[config.mk]
export PLATFORM = sky130hd
export DESIGN_NAME = cpu_run_ctrl
export DESIGN_NICKNAME = d
export VERILOG_FILES = /design/src/rtl/cpu_pkg.sv /design/src/rtl/sat_counter.sv /design/src/rtl/cpu_run_ctrl.sv
export SDC_FILE = /design/constraint.sdc
export NUM_CORES = 1
export LEC_CHECK = 0
export BUFFER_PORTS_ARGS = -buffer_cell sky130_fd_sc_hd__buf_2
export CAP_MARGIN = 20
export CELL_PAD_IN_SITES_DETAIL_PLACEMENT = 0
export CELL_PAD_IN_SITES_GLOBAL_PLACEMENT = 1
export CORE_ASPECT_RATIO = 1.2
export CORE_MARGIN = 2
export CORE_UTILIZATION = 41
export DETAILED_ROUTE_END_ITERATION = 16
export PLACE_DENSITY_LB_ADDON = 0.05
export SLEW_MARGIN = 10
export SYNTH_ARGS = -nofsm -noshare
export SYNTH_HDL_FRONTEND = slang
export SYNTH_SLANG_ARGS = --single-unit
[constraint.sdc]
create_clock -name clk -period 5.22 [get_ports clk]
set_input_delay 0.261 -clock clk [delete_from_list [all_inputs] [get_ports clk]]
set_output_delay 0.261 -clock clk [all_outputs]
set_load 0.005 [all_outputs]
[src/rtl/cpu_pkg.sv]
// Shared definitions for the single-cycle RISC-V system: the run-controller
// state encoding and the default end-of-program PC used by the system top.
package cpu_pkg;

  typedef logic [1:0] run_state_t;

  localparam run_state_t ST_IDLE   = 2'd0;
  localparam run_state_t ST_RUN    = 2'd1;
  localparam run_state_t ST_STEP   = 2'd2;
  localparam run_state_t ST_HALTED = 2'd3;

  // Fetching this address means the program has finished.
  localparam logic [31:0] CPU_LAST_PC_DEFAULT = 32'hFFFF_FFFE;

endpackage

[src/rtl/sat_counter.sv]
// Up-counter that sticks at all-ones instead of wrapping, so a long run
// still reports "at least this many" rather than a small bogus value.
module sat_counter #(
  parameter int W = 32
) (
  input  logic         i_clk,
  input  logic         i_rst,
  input  logic         i_inc,
  output logic [W-1:0] o_count
);

  logic [W-1:0] r_count;

  // Count qualified events, saturating at the maximum value.
  always_ff @(posedge i_clk) begin
    if (i_rst) begin
      r_count <= '0;
    end else if (i_inc && (r_count != {W{1'b1}})) begin
      r_count <= r_count + W'(1);
    end
  end

  assign o_count = r_count;

endmodule

[src/rtl/cpu_run_ctrl.sv]
// Run/halt controller for the single-cycle core. It decides, cycle by
// cycle, whether the core may commit (core_en), handles free-run and
// single-step, stops at the end-of-program PC, enforces a watchdog on
// executed cycles and keeps saturating cycle/store counters.
module cpu_run_ctrl
  import cpu_pkg::*;
#(
  parameter int              XLEN    = 32,
  parameter logic [XLEN-1:0] LAST_PC = XLEN'(CPU_LAST_PC_DEFAULT),
  parameter int              CNT_W   = 32,
  parameter int unsigned     TIMEOUT = 1000000
) (
  input  logic             clk,
  input  logic             rst,
  input  logic             run_req,
  input  logic             step_req,
  input  logic             halt_req,
  input  logic [XLEN-1:0]  instr_addr,
  input  logic             ram_we,
  output logic             core_en,
  output logic [1:0]       state,
  output logic             halted,
  output logic             timeout,
  output logic [CNT_W-1:0] cycle_cnt,
  output logic [CNT_W-1:0] store_cnt
);

  // The watchdog compare is done at 64 bits so a TIMEOUT larger than the
  // counter range simply never fires instead of being truncated.
  localparam logic [63:0] TIMEOUT_M1 = 64'(TIMEOUT) - 64'd1;

  run_state_t r_state;
  logic       r_timeout;

  run_state_t w_nextState;
  logic       w_nextTimeout;
  logic       w_pcEnd;
  logic       w_coreEn;
  logic       w_storeEn;
  logic       w_watchdogHit;
  logic [63:0] w_cycleWide;

  assign w_pcEnd     = (instr_addr == LAST_PC);
  assign w_coreEn    = !rst && ((r_state == ST_RUN) || (r_state == ST_STEP)) && !w_pcEnd;
  assign w_storeEn   = w_coreEn && ram_we;
  assign w_cycleWide = 64'(cycle_cnt);

  // This cycle is the TIMEOUT-th executed one when the count before it
  // is TIMEOUT-1.
  assign w_watchdogHit = (TIMEOUT != 0) && w_coreEn && (w_cycleWide == TIMEOUT_M1);

  // Next-state decision; halt beats end-of-program beats watchdog.
  always_comb begin
    w_nextState   = r_state;
    w_nextTimeout = r_timeout;
    case (r_state)
      ST_IDLE: begin
        if (halt_req) begin
          w_nextState = ST_HALTED;
        end else if (w_pcEnd) begin
          w_nextState = ST_HALTED;
        end else if (run_req) begin
          w_nextState = ST_RUN;
        end else if (step_req) begin
          w_nextState = ST_STEP;
        end
      end
      ST_RUN: begin
        if (halt_req || w_pcEnd) begin
          w_nextState = ST_HALTED;
        end else if (w_watchdogHit) begin
          w_nextState   = ST_HALTED;
          w_nextTimeout = 1'b1;
        end
      end
      ST_STEP: begin
        if (halt_req || w_pcEnd) begin
          w_nextState = ST_HALTED;
        end else if (w_watchdogHit) begin
          w_nextState   = ST_HALTED;
          w_nextTimeout = 1'b1;
        end else begin
          w_nextState = ST_IDLE;
        end
      end
      ST_HALTED: begin
        w_nextState = ST_HALTED;
      end
      default: begin
        w_nextState = ST_IDLE;
      end
    endcase
  end

  // State and sticky timeout flag; reset wins over any request.
  always_ff @(posedge clk) begin
    if (rst) begin
      r_state   <= ST_IDLE;
      r_timeout <= 1'b0;
    end else begin
      r_state   <= w_nextState;
      r_timeout <= w_nextTimeout;
    end
  end

  sat_counter #(.W(CNT_W)) u_cycleCnt (
    .i_clk   (clk),
    .i_rst   (rst),
    .i_inc   (w_coreEn),
    .o_count (cycle_cnt)
  );

  sat_counter #(.W(CNT_W)) u_storeCnt (
    .i_clk   (clk),
    .i_rst   (rst),
    .i_inc   (w_storeEn),
    .o_count (store_cnt)
  );

  assign core_en = w_coreEn;
  assign state   = r_state;
  assign halted  = !rst && (r_state == ST_HALTED);
  assign timeout = r_timeout;

endmodule

# Word level (Yosys, flattened, before mapping)

Index checks and enable logic that the tools add are counted.

Add/subtract/negate cells: 2
Multiply operators: 0
Divide/modulo/power cells: 0
Magnitude comparators: 0
Equality and inequality tests: 9
Shift-type cells: 0
Muxes and demuxes: 9
Bitwise logic cells: 1
Reduce and logical (&&, ||, !) cells: 15

Operators with widths:

| cell                    | number |
|---|---|
| $add A32 B1 Y32 const B | 2 |
| $ne A32 B32 Y1 const B  | 2 |
| $eq A32 B20 Y1 const B  | 1 |
| $eq A32 B32 Y1 const B  | 1 |
| $mux W2                 | 8 |
| $pmux W2 S4             | 1 |
| $logic_and A1 B1 Y1     | 7 |
| $ne A5 B5 Y1 const B    | 1 |
| $eq A2 B2 Y1 const B    | 2 |
| $ne A3 B2 Y1 const B    | 1 |
| $reduce_and A3 Y1       | 1 |
| $eq A2 B1 Y1 const B    | 1 |
| $logic_not A1 Y1        | 2 |
| $logic_not A2 Y1        | 1 |
| $logic_or A1 B1 Y1      | 2 |
| $reduce_and A2 Y1       | 1 |
| $reduce_or A2 Y1        | 1 |
| $not A1 Y1              | 1 |

Register bits after elaboration: 67
Bits in latches: 0
Memory bits (writable): 0
Memory bits (read-only): 0
Bits of input ports: 38
Output and inout port bits: 69
Logic and storage cells: 40
Memories kept: 0

# Longest topological paths before layout

Depth in word-level cells: 8
Mapped depth: 9
Depth with buffers taken out: 8

# Modules after synthesis

A second synthesis with hierarchy kept.

Cell total of the unflattened synthesis: 453
Area total of the unflattened synthesis: 3,847.4 sq um

By module, submodules not included:

| module       | times used | cells an instance | area an instance (sq um) | sequential area each (sq um) |
|---|---|---|---|---|
| sat_counter  | 2          | 199               | 1,674.1                  | 640.6 |
| cpu_run_ctrl | 1          | 55                | 499.2                    | 60.1 |

# Least setup slack after synthesis

No wires, ideal clock.

Kind: register -> register
Start point: register r_state[0], in the netlist state[0]
End point: register u_storeCnt.r_count[16], in the netlist u_storeCnt.o_count[16]
Library setup time: 0.070 ns
Arrival time: 2.134 ns
Required time: 5.150 ns
Slack: 3.016 ns
Stages on the path, launching flop included: 9
Path buffers: 1
Period minus slack after synthesis: 2.204 ns
Cell sequence: dfxtp_1 > inv_1 > ha_1 > nand2_4 > a211oi_2 > nand4_2 > buf_4 > or3_1 > a21oi_1

Longest elaborated chain between the ends: 6
Elaborated cells on any way between the ends: 7
Classes of those cells: 2 x eq/ne; 5 x reduce/logical

RTL lines:

| what                                         | RTL line            | source |
|---|---|---|
| start, declared                              | cpu_run_ctrl.sv:32  | `run_state_t r_state;` |
| start signal, assigned                       | cpu_run_ctrl.sv:101 | `r_state <= w_nextState;` |
| $eq A2 B1 Y1 or $eq A2 B2 Y1 (tied branches) | cpu_run_ctrl.sv:44  | `assign w_coreEn = !rst && ((r_state == ST_RUN) \|\| (r_state == ST_STEP)) && !w_pcEnd;` |
| $logic_or A1 B1 Y1 (*)                       | cpu_run_ctrl.sv:44  |  |
| $logic_and A1 B1 Y1 (*) (2 in series)        | cpu_run_ctrl.sv:44  |  |
| $logic_and A1 B1 Y1 (*)                      | cpu_run_ctrl.sv:45  | `assign w_storeEn = w_coreEn && ram_we;` |
| $logic_and A1 B1 Y1 (*)                      | sat_counter.sv:18   | `end else if (i_inc && (r_count != {W{1'b1}})) begin` |
| end signal, assigned                         | sat_counter.sv:19   | `r_count <= r_count + W'(1);` |
| end, declared                                | sat_counter.sv:12   | `logic [W-1:0] r_count;` |

Every way passes the cells marked *; elsewhere a longest branch is shown, timed or not.
A chain may end at the register's enable or synchronous reset.

# Worst setup path after layout

Start point: register r_state[0], in the netlist state[0]
End point: register u_storeCnt.r_count[26], in the netlist u_storeCnt.o_count[26]

Same word-level chain as after synthesis.

==> results.md <==
* Most common cell after layout, fill and taps aside: buf_2
* Setup bufs post-CTS at 0
* Root Buffer: clkbuf_8
* Final worst slack at roughly 2400 ps
* Pins over their slew limit at 0
* Max-Cap Viols at 0
* TritonCTS Buffers at 9
* EDFF count, synth at 0
* GR Layer Usage met3 at between 5 and 6%
* Sequential share of the synthesized area at between 30% and 40%
* Leakage at 1.76 nW
* Met1 Track Usage GR at between 20% and 30%
* IO buf count at around 110
* Initial antenna violation count at 0
* Worst r2r src: state[0]$_SDFFE_PP0P_
* Status: finished, final reports clean
* Initial core utilization at 42.2%
* R2R cell count at 7
* # setup viols final at 0
* Setup CP Type: reg -> reg
* P&R area growth vs syn at 19.7%
* Pre-CTS WS at roughly 2300 ps
* Die Y at approximately 110 µm
* Clock power frac at between 30% and 40%
* Core area at 0.00861 mm²
* Slew HR at about 53%
* Final hold violations at 0
* Routed Wire Length at between 9000 and 10000 µm
* Antenna viol nets, final at 0
* Top_reg_cell synth: dfxtp_1
* Critical path launch point: state[0]$_SDFFE_PP0P_
* RSZ-0062 raised after global routing: false
* Number of remaining DRC errors at 0
* Post-synth ARST share at 0%
* Longest Clk Path Bufs at 2
* Cell Int Power at between 0.0007 and 0.0008 W
* Non-filler cells, final at 651
* Worst path cell trace: inv_1, ha_1, nand2_4, a211oi_2, nand4_2, or4_1, a21oi_1
* Antenna diodes at 0
* Crit path max fanout at 18
* NetSw at between 0.0003 and 0.0004 W
* #FFs+latches synth at 67
* Largest net degree at the start of global routing at 65
* H-tree Lvls at 3
* Req. time, crit path at roughly 5500 ps
* Setup crit start kind: flip-flop
* Vias in the first global route at between 3k and 4k
* Yosys warns at 0
* Switch share at just under 30%
* Share of post-route cells with drive strength above 1 at 26.4%
* Setup_tns at 0 ps
* Commonest cells after routing, fill and taps aside: buf_2 (106), dfxtp_1 (67), nor2_1 (41), nand3_1 (35), a21oi_1 (32)
* Post-synth net total at around 480
* VDD IR max at approximately 0.13 mV
* Worst path max stage delay at ~600 ps
* GR peak layer: met2
* Die span in x at between 80 and 90 µm
* Gr usage total at 21.4%
* Synth Instances at 432
* Worst R2R Setup Slack at between 2000 and 2500 ps
* DR vias/cell at approximately 5.6
* Fin crit period at 2800 ps
* Mean cell area of the mapped netlist at roughly 8.4 µm²
* Die ar. at a little under 0.01 mm²
* Cell variety after synth at 56
* FF-to-FF End: u_storeCnt.o_count[26]$_SDFFE_PP0P_
* Fmax at approximately 360 MHz
* Initial DRC count at between 150 and 200
* DP Cell Count at roughly 640
* CTS Hold Bufs at 0
* HPWL after DPL at slightly above 7000 µm
* Final period util at 53.7%
* First-pass GRT wire length at approximately 17000 µm
* Grt ovf at 0
* Data arrival, critical path at 3080 ps
* Core Util, Final at ~50%
* Wire per inst at 15.2 µm
* Gpl congestion at slightly above 0.9
* Hold Crit Class: in -> reg
* Sequential power share at 49.4%
* Met2 usage at ~36%
* Slowest CP cell: or4_1
* Clock skew at 10.6 ps
* CTS Sinks at 67
* Final-layout fill cell count at 881
* Worst slew pin tran at roughly 710 ps
* Post-CTS Resized at 0
* Num rows at 37
* DR vias at 3618
* PD cells at 252 mW/mm²
* Clock latency on the worst-skew pair at between 300 and 400 ps
* Total power at about 0.0011 W
* Crit end category: flip-flop
* Final nets at approximately 580
* DRT Pass-1 Iters at 6
* Comb pwr share at 16.1%
* CTS tree: built
* Setup crit end: u_storeCnt.o_count[26]$_SDFFE_PP0P_
* Clock slew at reported path FFs at about 70 ps
* Cell area after synthesis at 0.00363 mm²
* I/O Pins at around 110
==> per-layer routing <==
metal  part of all wire [%]  up-vias
met5                      0        -
met4                    2.2        0
met3                    3.8       18
met2                     49       76
met1                     45     1708
li1                       -     1816
==> worst min path at each step <==
stage,cells past startpoint,to,start
6_report,5,u_storeCnt.o_count[5]$_SDFFE_PP0P_,ram_we
5_1_grt,3,state[1]$_SDFFE_PP0P_,run_req
4_1_cts,5,u_storeCnt.o_count[5]$_SDFFE_PP0P_,ram_we
3_5_place_dp,2,u_storeCnt.o_count[30]$_SDFFE_PP0P_,u_storeCnt.o_count[30]$_SDFFE_PP0P_
3_3_place_gp,2,timeout$_SDFFE_PP0P_,timeout$_SDFFE_PP0P_
2_1_floorplan,2,timeout$_SDFFE_PP0P_,timeout$_SDFFE_PP0P_
==> final cells by class <==
| type | instances | area (µm²) | share of cell area, % |
|---|---|---|---|
| Timing Repair Buffer | 107 | 538 | 12.4 |
| Multi-Input combinational cell | 335 | 2120 | 48.8 |
| Tap cell | 117 | 146 | 3.37 |
| Inverter | 10 | 37.5 | 0.864 |
| Clock inverter | 3 | 15.0 | 0.346 |
| Sequential cell | 67 | 1340 | 30.9 |
| Clock buffer | 12 | 145 | 3.34 |
==> sequential cells by signal, summed over array words and instances, names as in the netlist <==
register and cells:
timeout 1, state 2, u_cycleCnt.o_count 32, u_storeCnt.o_count 32
==> cell families (layout without fill, tap and decap cells) <==
| logic type | after synthesis | count (layout) | share of synthesized area (%) |
|---|---|---|---|
| mux | 1 | 1 | 0.276 |
| compound gates | 76 | 76 | 13.1 |
| fa+ha+maj | 7 | 7 | 2.41 |
| flops | 67 | 67 | 37.0 |
| simple gates | 222 | 222 | 35.6 |
| xor+xnor | 29 | 29 | 7.00 |
| buf+inv | 30 | 132 | 4.58 |
==> cells in the mapped netlist, types with 7 or more instances <==
| master | n | area, µm² |
|---|---|---|
| dfxtp_1 | 67 | 1340 |
| nor2_1 | 41 | 154 |
| nand3_1 | 35 | 175 |
| a21oi_1 | 32 | 160 |
| nand4_1 | 29 | 181 |
| xor2_1 | 25 | 219 |
| nand2_1 | 24 | 90.1 |
| o21ai_0 | 16 | 80.1 |
| or3_1 | 16 | 100 |
| and3_1 | 15 | 93.8 |
| or4_1 | 14 | 105 |
| o31ai_1 | 13 | 97.6 |
| clkbuf_1 | 9 | 33.8 |
| inv_1 | 8 | 30.0 |
| ha_1 | 7 | 87.6 |
| nor3_1 | 7 | 35.0 |
==> power groups by stage <==
stage | Sequential [W] | Combinational (W) | Clock, W
final | 0.000541 | 0.000177 | 0.000378
after global routing | 0.000544 | 0.000199 | 0.000413
after global placement | 0.000552 | 0.000172 | 0
after CTS | 0.000541 | 0.000178 | 0.000391
after floorplan | 0.000552 | 0.000115 | 0
after detailed placement | 0.000553 | 0.000177 | 0
==> worst max-delay path, delay by kind of cell, from the launching register on <==
kind	cells	cell delay (ps)
simple gates	3	1160
flops	1	410
fa+ha+maj	1	360
compound gates	2	700
buf+inv	1	100
==> per-stage QoR <==
stage	hold WS [ps]	instance area, µm²
2_1_floorplan	465	3630
3_3_place_gp	463	4190
3_5_place_dp	486	4190
4_1_cts	371	4350
5_1_grt	399	4350
6_report	382	4350
(Power assumes the default switching activity.)
